## src/rtl/multicycle_controller.sv

```systemverilog
// multicycle_controller: multicycle FSM issuing fetch/decode/exec/mem/wb control with retire count and illegal-opcode trap
module multicycle_controller #(
  parameter logic [5:0] ADD         = 6'b000001,
  parameter logic [5:0] SUB         = 6'b000010,
  parameter logic [5:0] INC         = 6'b000011,
  parameter logic [5:0] DEC         = 6'b000100,
  parameter logic [5:0] AND         = 6'b000101,
  parameter logic [5:0] OR          = 6'b000110,
  parameter logic [5:0] XOR         = 6'b000111,
  parameter logic [5:0] NOT         = 6'b001000,
  parameter logic [5:0] SHIFT_LEFT  = 6'b001001,
  parameter logic [5:0] SHIFT_RIGHT = 6'b001010,
  parameter logic [5:0] ADDI        = 6'b001011,
  parameter logic [5:0] SUBI        = 6'b001100,
  parameter logic [5:0] LW          = 6'b100010,
  parameter logic [5:0] SW          = 6'b100100
) (
  input  logic        clk,
  input  logic        rst_n,
  input  logic        run,
  input  logic [5:0]  opcode,
  input  logic        imem_ready,
  input  logic        dmem_ready,
  output logic        Imem_Read,
  output logic        IR_Write,
  output logic        PC_Write,
  output logic        Reg_Dst,
  output logic        Reg_Write,
  output logic        Alu_Src,
  output logic        Mem_Write,
  output logic        Mem_Read,
  output logic        Mem_To_Reg,
  output logic        Shamt_Sel,
  output logic        illegal,
  output logic [3:0]  Alu_Control,
  output logic [2:0]  state,
  output logic [15:0] retired
);
  typedef enum logic [2:0] {
    IDLE = 3'd0, FETCH = 3'd1, DECODE = 3'd2, EXEC = 3'd3, MEM = 3'd4, WB = 3'd5, TRAP = 3'd6
  } state_t;
  state_t      state_q, state_d;
  logic [5:0]  op_q, op_d;
  logic [15:0] retired_q, retired_d;
  logic        legal, alu_src, shamt, is_lw, is_sw, is_mem, dp, retire;
  logic [3:0]  alu_c;
  always_ff @(posedge clk or negedge rst_n)
    if (!rst_n) begin
      state_q   <= IDLE;
      op_q      <= 6'd0;
      retired_q <= 16'd0;
    end else begin
      state_q   <= state_d;
      op_q      <= op_d;
      retired_q <= retired_d;
    end
  always_comb begin
    legal   = 1'b1;
    alu_c   = 4'b0000;
    alu_src = 1'b0;
    shamt   = 1'b0;
    case (op_q)
      ADD:         alu_c = 4'b0101;
      ADDI:        begin alu_c = 4'b0101; alu_src = 1'b1; end
      SUB:         alu_c = 4'b0110;
      SUBI:        begin alu_c = 4'b0110; alu_src = 1'b1; end
      INC:         alu_c = 4'b0111;
      DEC:         alu_c = 4'b0100;
      AND:         alu_c = 4'b0001;
      OR:          alu_c = 4'b0011;
      XOR:         alu_c = 4'b0010;
      NOT:         alu_c = 4'b0000;
      SHIFT_LEFT:  begin alu_c = 4'b1001; shamt = 1'b1; end
      SHIFT_RIGHT: begin alu_c = 4'b1010; shamt = 1'b1; end
      LW, SW:      begin alu_c = 4'b0101; alu_src = 1'b1; end
      default:     legal = 1'b0;
    endcase
  end
  assign is_lw  = op_q == LW;
  assign is_sw  = op_q == SW;
  assign is_mem = is_lw | is_sw;
  always_comb begin
    state_d   = state_q;
    op_d      = op_q;
    retired_d = retired_q;
    retire    = 1'b0;
    case (state_q)
      IDLE:   state_d = run ? FETCH : IDLE;
      FETCH:  if (imem_ready) begin op_d = opcode; state_d = DECODE; end
      DECODE: state_d = legal ? EXEC : TRAP;
      EXEC:   state_d = is_mem ? MEM : WB;
      MEM:    if (dmem_ready) begin state_d = is_lw ? WB : state_q; retire = is_sw; end
      WB:     retire = 1'b1;
      TRAP:   state_d = TRAP;
      default: state_d = IDLE;
    endcase
    // run is only honoured at retire, so a dropped run never aborts an instruction
    if (retire) begin
      state_d   = run ? FETCH : IDLE;
      retired_d = retired_q + 16'd1;
    end
  end
  assign dp          = state_q == EXEC || state_q == MEM || state_q == WB;
  assign Imem_Read   = state_q == FETCH;
  assign IR_Write    = Imem_Read & imem_ready;
  assign PC_Write    = Imem_Read & imem_ready;
  assign Reg_Dst     = dp & ~is_mem;
  assign Mem_To_Reg  = dp & ~is_mem;
  assign Alu_Src     = dp & alu_src;
  assign Shamt_Sel   = dp & shamt;
  assign Alu_Control = dp ? alu_c : 4'b0000;
  assign Mem_Read    = state_q == MEM && is_lw;
  assign Mem_Write   = state_q == MEM && is_sw;
  assign Reg_Write   = state_q == WB;
  assign illegal     = state_q == TRAP;
  assign state       = state_q;
  assign retired     = retired_q;
endmodule

```

## config.mk

```make
export PLATFORM = sky130hd
export DESIGN_NAME = multicycle_controller
export DESIGN_NICKNAME = d
export VERILOG_FILES = /design/src/rtl/multicycle_controller.sv
export SDC_FILE = /design/constraint.sdc
export NUM_CORES = 1
export LEC_CHECK = 0
export BUFFER_PORTS_ARGS = -buffer_cell sky130_fd_sc_hd__buf_2
export CAP_MARGIN = 25
export CORE_AREA = 8 8 64 66
export CTS_CLUSTER_SIZE = 12
export DETAILED_ROUTE_END_ITERATION = 16
export DIE_AREA = 0 0 72 74
export PLACE_DENSITY = 0.75
export SLEW_MARGIN = 20
export SYNTH_ARGS = -nofsm -noshare
export SYNTH_HDL_FRONTEND = slang
export SYNTH_SLANG_ARGS = --single-unit
```

## constraint.sdc

```tcl
create_clock -name clk -period 2.45 [get_ports clk]
set_input_delay 0.1225 -clock clk [delete_from_list [all_inputs] [get_ports clk]]
set_output_delay 0.1225 -clock clk [all_outputs]
set_load 0.01 [all_outputs]
```

# Yosys cells after proc, flatten, opt, wreduce, memory -nomap -nowiden
# Index checks and enable logic that the tools add are counted.
dict set report classes {
  add_sub_neg 1
  eq_ne 24
  mux 15
  bitwise_logic 6
  n_reduce_logical 12
}
# operator n
set op_table {}
lappend op_table {{case mux 4 bit (9 select lines)} 1}
lappend op_table {{equality test 6 x 4 -> 1 bit (second input constant)} 5}
lappend op_table {{equality test 6 x 3 -> 1 bit (second input constant)} 4}
lappend op_table {{case mux 3 bit (7 select lines)} 1}
lappend op_table {{adder 16 x 1 -> 16 bit (second input constant)} 1}
lappend op_table {{two-way mux 3 bit} 5}
lappend op_table {{OR reduction 14 bit} 1}
lappend op_table {{equality test 6 x 2 -> 1 bit (second input constant)} 2}
lappend op_table {{equality test 6 bit (second input constant)} 2}
lappend op_table {{equality test 3 bit (second input constant)} 3}
lappend op_table {{OR reduction 4 bit} 2}
lappend op_table {{equality test 3 x 2 -> 1 bit (second input constant)} 2}
lappend op_table {{equality test 6 x 1 -> 1 bit (second input constant)} 1}
lappend op_table {{two-way mux 1 bit} 6}
lappend op_table {{inequality test 3 bit (second input constant)} 2}
lappend op_table {{AND 1 bit} 4}
lappend op_table {{two-way mux 4 bit} 1}
lappend op_table {{AND reduction 4 bit} 1}
lappend op_table {{OR reduction 2 bit} 2}
lappend op_table {{equality test 3 x 1 -> 1 bit (second input constant)} 1}
lappend op_table {{zero test 3 bit} 1}
lappend op_table {{inequality test 3 x 2 -> 1 bit (second input constant)} 1}
lappend op_table {{logical AND 1 bit} 2}
lappend op_table {{logical OR 1 bit} 2}
lappend op_table {{5 further kinds} 5}
dict set report totals {
  ff_bits 25
  output_inout_bits 34
}

# Depth between registers and ports, before layout
dict set report depth {
  word_depth 6
  ltp_mapped 7
}

# Least setup slack after synthesis
# No wires, ideal clock.
dict set report synth_path {
  path_kind {register -> register}
  start {register state_q[0] (netlist: state[0])}
  end {register op_q[0]}
  arrival_time_ns 1.702
  t_required_ns 2.325
  setup_slack_ns 0.623
  stages_incl_launch_ff 7
  synth_period_minus_slack_ns 1.827
  cell_sequence {dfrtp_1 > buf_2 > inv_1 > nor3_1 > and2_1 > buf_2 > mux2_2}
}
dict set report synth_between {
  elab_chain_cells 2
}
# element line
set synth_rtl {}
lappend synth_rtl {{start: declaration} 42} ;# state_t state_q, state_d;
lappend synth_rtl {{start signal: assignment} 53} ;# state_q <= state_d;
lappend synth_rtl {{equality test 3 x 1 -> 1 bit} n/a}
lappend synth_rtl {{net Imem_Read} 24} ;# output logic Imem_Read,
lappend synth_rtl {{AND reduction 2 bit (no source line)} n/a}
lappend synth_rtl {{end signal: assignment} 54} ;# op_q <= op_d;
lappend synth_rtl {{end: declaration} 43} ;# logic [5:0] op_q, op_d;
# The timed path passes the listed nets, and every way through them passes these cells.
# A chain may end at the register's enable or synchronous reset.

# Final worst setup path
dict set report layout_path {
  start {register state_q[1] (netlist: state[1])}
  end {output port Alu_Control[1]}
}
dict set report layout_between {
  elab_chain_cells 4
  word_cells_on_any_way 6
}
# element line
set layout_rtl {}
lappend layout_rtl {{equality test 3 x 2 -> 1 bit / equality test 3 bit (equally long branches)} 103} ;# assign dp = state_q == EXEC || state_q == MEM || state_q == WB;
lappend layout_rtl {{logical OR 1 bit} 103}
lappend layout_rtl {{logical OR 1 bit *} 103}
lappend layout_rtl {{two-way mux 4 bit *} 111} ;# assign Alu_Control = dp ? alu_c : 4'b0000;
lappend layout_rtl {{end: declaration} 35} ;# output logic [3:0] Alu_Control,
# Mark *: on every way between the ends. The rest lies on a longest branch, timed or not.

==> results_dict.tcl <==
set metrics [dict create \
    routed_wl_um 3180 \
    hold_viol 0 \
    fin_skew_ns 0.00381 \
    initial_core_util_pct 46.6 \
    synthCells 160 \
    max_clock_freq_ghz 0.453 \
    diodes 0 \
    powerDensity_nw_per_um2 1030 \
    h-tree-depth 1 \
    synth_area_um2 1480 \
    place_area_um2 1720 \
    hp-class "input port to register" \
    fin_crit_sh_pct 90.0 \
    synth_mux_area_share_pct 3.80 \
    cts_buffers 3 \
    yosys.area_share.simple_pct 23.7 \
    p_sw_share_pct 45.8 \
    route.layer.met1.wl_um 1390 \
    path_clk_slew_ns 0.12 \
    fp.dieW_um 72 \
    synth_nets 172 \
    status "finished clean" \
    synth-compound-area-share_pct 14.1 \
    cts_root_buf "clkbuf_4" \
    clk_latency_ns 0.31 \
    r2r_slack_ns 0.50 \
    ys_async_sr_fraction_pct 100 \
    p_switching_uw 829 \
    max-clock-path-buffers 2 \
    slew_violations 0 \
    cts_tree "built" \
    cp-endpoint "Alu_Control[1]" \
    wl_met3_um 261 \
    power.share.clock_pct 9.7 \
    max-vdd-ir-drop_mv 0.604 \
    antenna_found_initial 0 \
    combinationalPowerShare_pct 48.6 \
    synth_seq_cells 25 \
    synth.distinct_cells 39 \
    start_kind "register" \
    yosysWarnings 0 \
    synth_top_family_by_area "simple AND/OR/NAND/NOR gates" \
    cts.hold.buffers_added 1 \
    crit_fanout 13 \
    crit_start "state[1]" \
    ys_seq_area_share_pct 42.2 \
    met2_length_um 1530 \
    setup_viol 0 \
    synth_fa_ha_area_share_pct 0.845 \
    nNetsFinal 213 \
    postRouteAntennaNets 0 \
    worstReg2RegStart "op_q[0]" \
    synth_xor_area_share_pct 10.1 \
    avgSynthCellArea_um2 9.26 \
    route.detailed.drc 0 \
    die_h_um 74 \
    gr-usage-all-layers_pct 12.7 \
    drive_above_1_share_pct 30.0 \
    clkSinkCount 25 \
    via_count 1275 \
    arrival_ns 2.08 \
    core_um2 3180 \
    grt_pass1_wl_um 5660 \
    portBuffers 44 \
    fin_hold_ws_ns 0.0132 \
    criticalPathCategory "register to output port" \
    tightest_slew_ns 0.529 \
    syn_to_final_growth_pct 18.5 \
    whs_path_depth 3 \
    synth_edf_count 0 \
    die-area_um2 5330 \
    fin_util_pct 55.2 \
    r2r-end "retired[1]" \
    grt_max_degree 26 \
    viasPerCell 5.18 \
    p_seq_share_pct 41.7 \
    overflow 0 \
    power.leakage_uw 0.000874 \
    cp_data_required_time_ns 2.33 \
    fin_tns_setup_ns 0 \
    drtIter0Drc 93 \
    cts_setup_buffers 0 \
    place_hpwl_um 2510 \
    gp_congestion 0.824 \
    highest_layer "met3" \
    layout_min_cycle_time_ns 2.21 \
    firstDrtPassIters 4 \
    p_int_uw 982 \
    synth-main-ff-cell "dfrtp_1" \
    max_slew_margin_pct 64.7 \
    wl_per_cell_um 12.9 \
    reg2regPathDepth 4 \
    cp-end-kind "output port" \
    drv_cap 0 \
    io-pin-count 45 \
    num_rows 21 \
    grt_pass1_vias 1236 \
    fin_area_um2 1760 \
    rsz0062_at_grt "false" \
    postCtsResizedCells 0 \
]
==> worst max-delay path, cell delays in order, from the launching register on <==
cell and delay, ns:
dfrtp_1 0.57, nor2b_1 0.21, a21oi_1 0.12, nor2_1 0.22, o311ai_0 0.21, nor4_1 0.26, buf_2 0.18
==> metal layers <==
metal / up-vias / track usage, %
li1: 639 / -
met1: 591 / 16.3
met2: 45 / 21.1
met3: 0 / 4.31
met4: 0 / 0.680
met5: - / 0
==> cell families after synthesis <==
| group | after synthesis |
|---|---|
| simple gates | 63 |
| fa+ha+maj | 1 |
| xor+xnor | 17 |
| buf+inv | 17 |
| mux | 5 |
| flops | 25 |
| compound gates | 32 |
==> cell usage after synthesis, drive strengths merged, types with 5 or more instances <==
| library cell | instances | share of area [%] |
|---|---|---|
| dfrtp | 25 | 42 |
| inv | 6 | 1.5 |
| nand3 | 6 | 2.4 |
| buf | 7 | 2.7 |
| a21oi | 12 | 4.8 |
| xor2 | 8 | 4.7 |
| and3 | 7 | 3.0 |
| o21ai | 7 | 2.4 |
| mux2 | 5 | 3.8 |
| nor2 | 17 | 4.3 |
| nand2 | 10 | 2.5 |
| xnor2 | 9 | 5.3 |
==> flip-flops by register name (all words and copies together), names as in the netlist <==
register	flops
op_q	6
retired	16
state	3
==> power by group through the flow <==
stage          clock network (uW)  logic (uW)  registers (uW)
2_1_floorplan                   0         726             662
3_3_place_gp                    0         880             759
3_5_place_dp                    0         881             763
4_1_cts                       186         889             752
5_1_grt                       196        1000             788
6_report                      176         880             754
==> how the worst min path moves through the flow <==
stage,startpoint,to,slack (ns)
global placement,rst_n,retired[9],0.14
floorplan,rst_n,op_q[0],-0.17
detailed placement,rst_n,retired[11],0.14
global route,opcode[1],op_q[1],0.03
CTS,opcode[1],op_q[1],0.0009
finish,opcode[1],op_q[1],0.01
==> per-stage QoR <==
| step | total power (uW) | cells | setup slack (ns) |
|---|---|---|---|
| global route | 1990 | 246 | 0.0224 |
| detailed placement | 1640 | 241 | 0.510 |
| global placement | 1640 | 241 | 0.552 |
| floorplan | 1390 | 160 | 0.623 |
| CTS | 1830 | 246 | 0.210 |
| finish | 1810 | 246 | 0.245 |
==> final cells by class <==
class,count,area (um2)
well taps,46,57.6
repair buffers,47,245
clock buffers,4,26.3
fillers,310,1420
flip-flops and latches,25,626
multi-input cells,118,778
inverters,6,22.5
==> layout by cell type, fill, tap and decap left out, types with 2 or more instances in the layout <==
cell type,instances
a211oi_1,2
a21oi_1,11
a31oi_1,2
and2_1,2
and3_1,7
buf_2,44
buf_4,2
clkbuf_4,3
dfrtp_1,25
inv_1,6
mux2_2,5
nand2_1,10
nand2b_1,2
nand3_1,5
nand4_1,3
nor2_1,17
nor2b_1,4
nor3_1,3
nor4_1,4
o21ai_0,7
xnor2_1,9
xor2_1,8
Power figures use the tool's default switching activity.
